[src/rtl/hdb3_pattern_source.sv]
// Serial test-pattern source for the HDB3 encoder: PAT_LEN-bit frames sent LSB-first under valid/ready.
// Define SRC_PRBS_EN to build the PRBS-15 (x^15+x^14+1) alternative source selected by mode.
module hdb3_pattern_source #(
    parameter int                 PAT_LEN = 33,
    parameter logic [PAT_LEN-1:0] PATTERN = 33'b1_0001_1100_0000_0011_0000_1100_0010_0001,
    parameter int                 CNT_W   = 16
) (
    input  logic             clk,
    input  logic             rst_n,
    input  logic             en,
    input  logic             loop,
    input  logic             mode,
    input  logic             ready,
    output logic             data_out,
    output logic             valid,
    output logic             sof,
    output logic             done,
    output logic [CNT_W-1:0] frame_cnt
);

    localparam int               IDX_W = (PAT_LEN > 1) ? $clog2(PAT_LEN) : 1;
    localparam logic [IDX_W-1:0] LAST  = IDX_W'(PAT_LEN - 1);

    typedef enum logic [1:0] {IDLE, RUN, DONE} state_t;

    state_t           state, state_nxt;
    logic [IDX_W-1:0] idx, idx_nxt, idx_inc;
    logic             data_nxt, valid_nxt, sof_nxt, done_nxt;
    logic [CNT_W-1:0] cnt_nxt;
    logic             xfer, last, bit_inc;

`ifdef SRC_PRBS_EN
    logic [14:0] lfsr, lfsr_nxt;
    logic        prbs, prbs_nxt;
`else
    logic unused_mode;
    assign unused_mode = mode;
`endif

    assign xfer    = valid && ready;
    assign last    = (idx == LAST);
    assign idx_inc = last ? '0 : idx + 1'b1;

    // Bit that follows the one currently on data_out, whichever source is active.
    always_comb begin
        bit_inc = PATTERN[idx_inc];
`ifdef SRC_PRBS_EN
        if (prbs) bit_inc = lfsr[13];
`endif
    end

    always_comb begin
        state_nxt = state;
        idx_nxt   = idx;
        data_nxt  = data_out;
        valid_nxt = valid;
        sof_nxt   = sof;
        done_nxt  = done;
        cnt_nxt   = frame_cnt;
`ifdef SRC_PRBS_EN
        lfsr_nxt  = lfsr;
        prbs_nxt  = prbs;
`endif
        case (state)
            IDLE: begin
                valid_nxt = 1'b0;
                sof_nxt   = 1'b0;
                done_nxt  = 1'b0;
                if (en) begin
                    state_nxt = RUN;
                    idx_nxt   = '0;
                    valid_nxt = 1'b1;
                    sof_nxt   = 1'b1;
                    data_nxt  = PATTERN[0];
`ifdef SRC_PRBS_EN
                    prbs_nxt  = mode;
                    if (mode) begin
                        lfsr_nxt = 15'h7FFF;
                        data_nxt = 1'b1;
                    end
`endif
                end
            end
            RUN: begin
`ifdef SRC_PRBS_EN
                // A bit taken on the abort edge is still consumed from the sequence.
                if (xfer) lfsr_nxt = {lfsr[13:0], lfsr[14] ^ lfsr[13]};
`endif
                if (!en) begin
                    state_nxt = IDLE;
                    valid_nxt = 1'b0;
                    sof_nxt   = 1'b0;
                    idx_nxt   = '0;
                end else if (xfer) begin
                    idx_nxt  = idx_inc;
                    data_nxt = bit_inc;
                    sof_nxt  = last;
                    if (last) begin
                        cnt_nxt = frame_cnt + 1'b1;
                        if (!loop) begin
                            state_nxt = DONE;
                            valid_nxt = 1'b0;
                            sof_nxt   = 1'b0;
                            done_nxt  = 1'b1;
                        end
                    end
                end
            end
            DONE: begin
                valid_nxt = 1'b0;
                sof_nxt   = 1'b0;
                done_nxt  = 1'b1;
                if (!en) begin
                    state_nxt = IDLE;
                    done_nxt  = 1'b0;
                end
            end
            default: begin
                state_nxt = IDLE;
                valid_nxt = 1'b0;
                sof_nxt   = 1'b0;
                done_nxt  = 1'b0;
                idx_nxt   = '0;
            end
        endcase
    end

    always_ff @(posedge clk or negedge rst_n) begin
        if (!rst_n) begin
            state     <= IDLE;
            idx       <= '0;
            data_out  <= 1'b0;
            valid     <= 1'b0;
            sof       <= 1'b0;
            done      <= 1'b0;
            frame_cnt <= '0;
`ifdef SRC_PRBS_EN
            lfsr      <= 15'h7FFF;
            prbs      <= 1'b0;
`endif
        end else begin
            state     <= state_nxt;
            idx       <= idx_nxt;
            data_out  <= data_nxt;
            valid     <= valid_nxt;
            sof       <= sof_nxt;
            done      <= done_nxt;
            frame_cnt <= cnt_nxt;
`ifdef SRC_PRBS_EN
            lfsr      <= lfsr_nxt;
            prbs      <= prbs_nxt;
`endif
        end
    end

endmodule

[config.mk]
export PLATFORM = sky130hd
export DESIGN_NAME = hdb3_pattern_source
export DESIGN_NICKNAME = d
export VERILOG_FILES = /design/src/rtl/hdb3_pattern_source.sv
export SDC_FILE = /design/constraint.sdc
export NUM_CORES = 1
export LEC_CHECK = 0
export BUFFER_PORTS_ARGS = -buffer_cell sky130_fd_sc_hd__buf_2
export CAP_MARGIN = 30
export CORE_MARGIN = 4
export CORE_UTILIZATION = 30
export CTS_CLUSTER_SIZE = 25
export DETAILED_ROUTE_END_ITERATION = 8
export PLACE_DENSITY = 0.59
export SYNTH_ARGS = -nofsm -noshare
export SYNTH_HDL_FRONTEND = slang
export SYNTH_SLANG_ARGS = --single-unit
[constraint.sdc]
create_clock -name clk -period 3.3 [get_ports clk]
set_input_delay 0.66 -clock clk [delete_from_list [all_inputs] [get_ports clk]]
set_output_delay 0.66 -clock clk [all_outputs]
set_load 0.01 [all_outputs]
==> summary.md <==
| Metric | Value |
|---|---|
| Iter 0 DRT Violations | 76 |
| Power share of the combinational group | 20.9% |
| DRT Wirelength | between 3000 and 4000 µm |
| Clk_skew | 0.00516 ns |
| Core box area | 5110 µm² |
| Setup Total Neg Slack | 0 ns |
| Net Sw Frac | around 29% |
| Global-route wire length before repair | 5640 µm |
| Post-route antenna net violation count | 0 |
| Max Cap Violations | 0 |
| Clock latency on the worst-skew pair | around 0.28 ns |
| First drt pass iteration count | 4 |
| WP data required | between 3 and 4 ns |
| Design Area, Final | 1840 µm² |
| Final Max Tran Viols | 0 |
| Die Footprint | approximately 6500 µm² |
| CTS root buf | clkbuf_8 |
| Pint | ~0.6 mW |
| Dpl cells | about 250 |
| CTS Buf Count | 3 |
| Die height | 80.8 µm |
| H-tree depth | 1 |
| Critical Path AT | ~2.5 ns |
| Largest net degree at the start of global routing | 29 |
| Sequential share of power | a little under half |
| Yosys warns | 0 |
| Drt via density | between 4 and 5 |
| DP Area | roughly 1800 µm² |
| Syn avg cell area | slightly below 10 µm² |
| Pleak | roughly 0.85 nW |
| Final #Nets | 200 |
| Peak Freq | 423 MHz |
| Overflow after GRT | 0 |
| CP Capture Type | register |
| Mapped Cells | ~170 |
| Fin crit period | ~2.4 ns |
| Initial antenna violation count | 0 |
| Cell area after synthesis | around 1600 µm² |
| Setup Fix Bufs, Post-CTS | 0 |
| Clock share of power | 32.8% |
| Resized cells post-CTS | 0 |
| Final worst-path cycle share | a little under three quarters |
| Switch Pwr | between 0.2 and 0.25 mW |
| Syn Nets | 177 |
| Post-synthesis sequential area ratio | approximately 44% |
| Crit path max fanout | 11 |
| Fin cells | 257 |
| RD Place Congestion | approximately 0.81 |
| Worst VDD drop | 0.316 mV |
| Share of layout cells above drive strength 1 | about 19% |
| Final hold vios | 0 |
| Slew @ Worst Pin | 0.667 ns |
| Setup-failing EPs final | 0 |
| ANT cells | 0 |
| Worst-path clk slew | about 0.1 ns |
| Synth Register Bits | 28 |
| Register area | around 700 µm² |
| Worst min path class | input port to asynchronous set/reset pin |
| Core Rows | 26 |
| Port bufs | 24 |
| Total number of vias | roughly 1,200 |
| Bufs on Longest Clock Path | 2 |
| Top cells by area, synth | dfrtp_1 (44%), xnor2_1 (8.3%), o21ai_0 (5.0%) |
| Status | finished, final reports clean |
| DR WL/cell | 12.3 µm |
| I/O pins | 26 |
| RSZ-0062 raised after global routing | false |
| # fillers | around 530 |
| Chip Width | 80.8 µm |
| Hpwl dp | ~2400 µm |
| Startpoint Class | register |
| Synth top area share | 44.1% |
| Synth-to-Final Area Change | 15.7% |
| Starting Density | a little under a third |
| Pwr dens | about 450 nW/µm² |
| CTS Hold Buffers Added | 0 |
| Vias in the first global route | 1,217 |
| CTS tree | yes |
| Area of the multi-input gates | between 800 and 900 µm² |
| CTS Sinks | 28 |
| Gr usage total | between 10% and 20% |
| Critical path class | register to register |
| Unique cell type count in the Yosys netlist | 42 |
| Rel. slew slack | a little under three fifths |
| Yosys top cell by area | dfrtp_1 |
| DRC Markers | 0 |
-- logic make-up (layout without fill, tap and decap cells) --
kind of cell             count (synthesis)  after routing  share of synthesized area, %
adder cells (fa/ha/maj)                  6              6                          4.72
XOR/XNOR                                19             19                          10.5
flip-flops                              28             28                          44.1
AO/OA/AOI/OAI                           33             33                          13.5
multiplexers                             3              3                          1.97
buffers and inverters                   14             36                          3.78
AND/OR/NAND/NOR                         62             62                          21.4
-- state kept, by name, indices dropped and copies added, names as in the netlist --
signal,flops
idx,6
data_out,1
done,1
state,2
valid,1
sof,1
frame_cnt,16
-- final timing paths --
| kind | start | end | slack, ns | cells after the start |
|---|---|---|---|---|
| setup / recovery | state[1] | frame_cnt[15] | 0.94 | 7 |
| hold / removal | rst_n | frame_cnt[5] | 0.38 | 1 |
| setup reg to reg | state[1] | frame_cnt[15] | 0.94 | 7 |
| hold reg to reg | frame_cnt[15] | frame_cnt[15] | 0.47 | 1 |
| max in group asynchronous | rst_n | idx[5] | 2.50 | 1 |
| min in group clk | frame_cnt[15] | frame_cnt[15] | 0.47 | 1 |
-- placed cells by master, fill, tap and decap left out, types with 2 or more instances in the layout --
master,netlist,routed
nand2_1,20,20
o41ai_1,2,2
nand3_1,11,11
a31oi_1,3,3
buf_2,0,24
nor2b_1,2,2
xnor2_1,15,15
a21oi_1,2,2
xor2_1,4,4
dfrtp_1,28,28
nor2_1,7,7
nor3_1,2,2
or4_1,2,2
and3_1,4,4
nor4_1,2,2
nand4_1,2,2
o21ai_0,16,16
ha_1,6,6
inv_1,8,8
mux2i_1,2,2
clkbuf_8,0,3
-- through the flow --
stage / power [mW] / hold WS [ns] / util (%) / setup WS (ns)
finish: 0.836 / 0.383 / 36.0 / 0.937
global route: 0.889 / 0.438 / 36.0 / 0.653
CTS: 0.849 / 0.422 / 36.0 / 0.919
detailed placement: 0.570 / 0.460 / 34.6 / 0.945
global placement: 0.571 / 0.457 / 34.6 / 0.939
floorplan: 0.515 / 0.364 / - / 1.18
-- final cells by class --
class	instances	area share, %
Multi-Input combinational cell	123	45.1
Sequential cell	28	38.1
Timing Repair Buffer	24	6.54
Tap cell	70	4.77
Clock buffer	3	2.25
Clock inverter	1	1.63
Inverter	8	1.63
-- cell usage after synthesis (all sizes together) --
cell	n
mux2i	2
o41ai	2
nand3	11
a211o	1
mux2	1
nand2	20
a21oi	2
buf	1
o21ai	16
inv	8
a22o	1
or3b	1
nand4	3
or2b	1
o211ai	1
a31oi	3
o31ai	1
a32oi	1
dfrtp	28
a41o	1
nor3	2
and3	5
and2	1
nand4b	1
a32o	1
and4	1
xnor2	15
nor2b	2
a311o	1
or4	3
o311ai	1
nor4	2
clkbuf	5
ha	6
nand3b	1
a21boi	1
xor2	4
nor2	8
-- power groups by stage --
stage	sequential, mW	clock, mW	combinational (mW)
final	0.387	0.274	0.175
after global routing	0.392	0.296	0.202
after CTS	0.387	0.284	0.177
after detailed placement	0.394	0	0.175
after global placement	0.393	0	0.178
after floorplan	0.397	0	0.119
-- metal layers --
metal / global-route usage (%) / wire (µm)
met5: 0 / 0
met3: 1.44 / 121
met2: 16.7 / 1420
met4: 3.04 / 41
met1: 15.3 / 1590
-- worst max-delay path: stages, from the launching register on --
cell	delay [ns]
dfrtp_1	0.43
inv_1	0.09
ha_1	0.35
nand4_1	0.32
or4_4	0.66
nor2_4	0.16
nand4_2	0.12
xnor2_1	0.13
(Power assumes the default switching activity.)
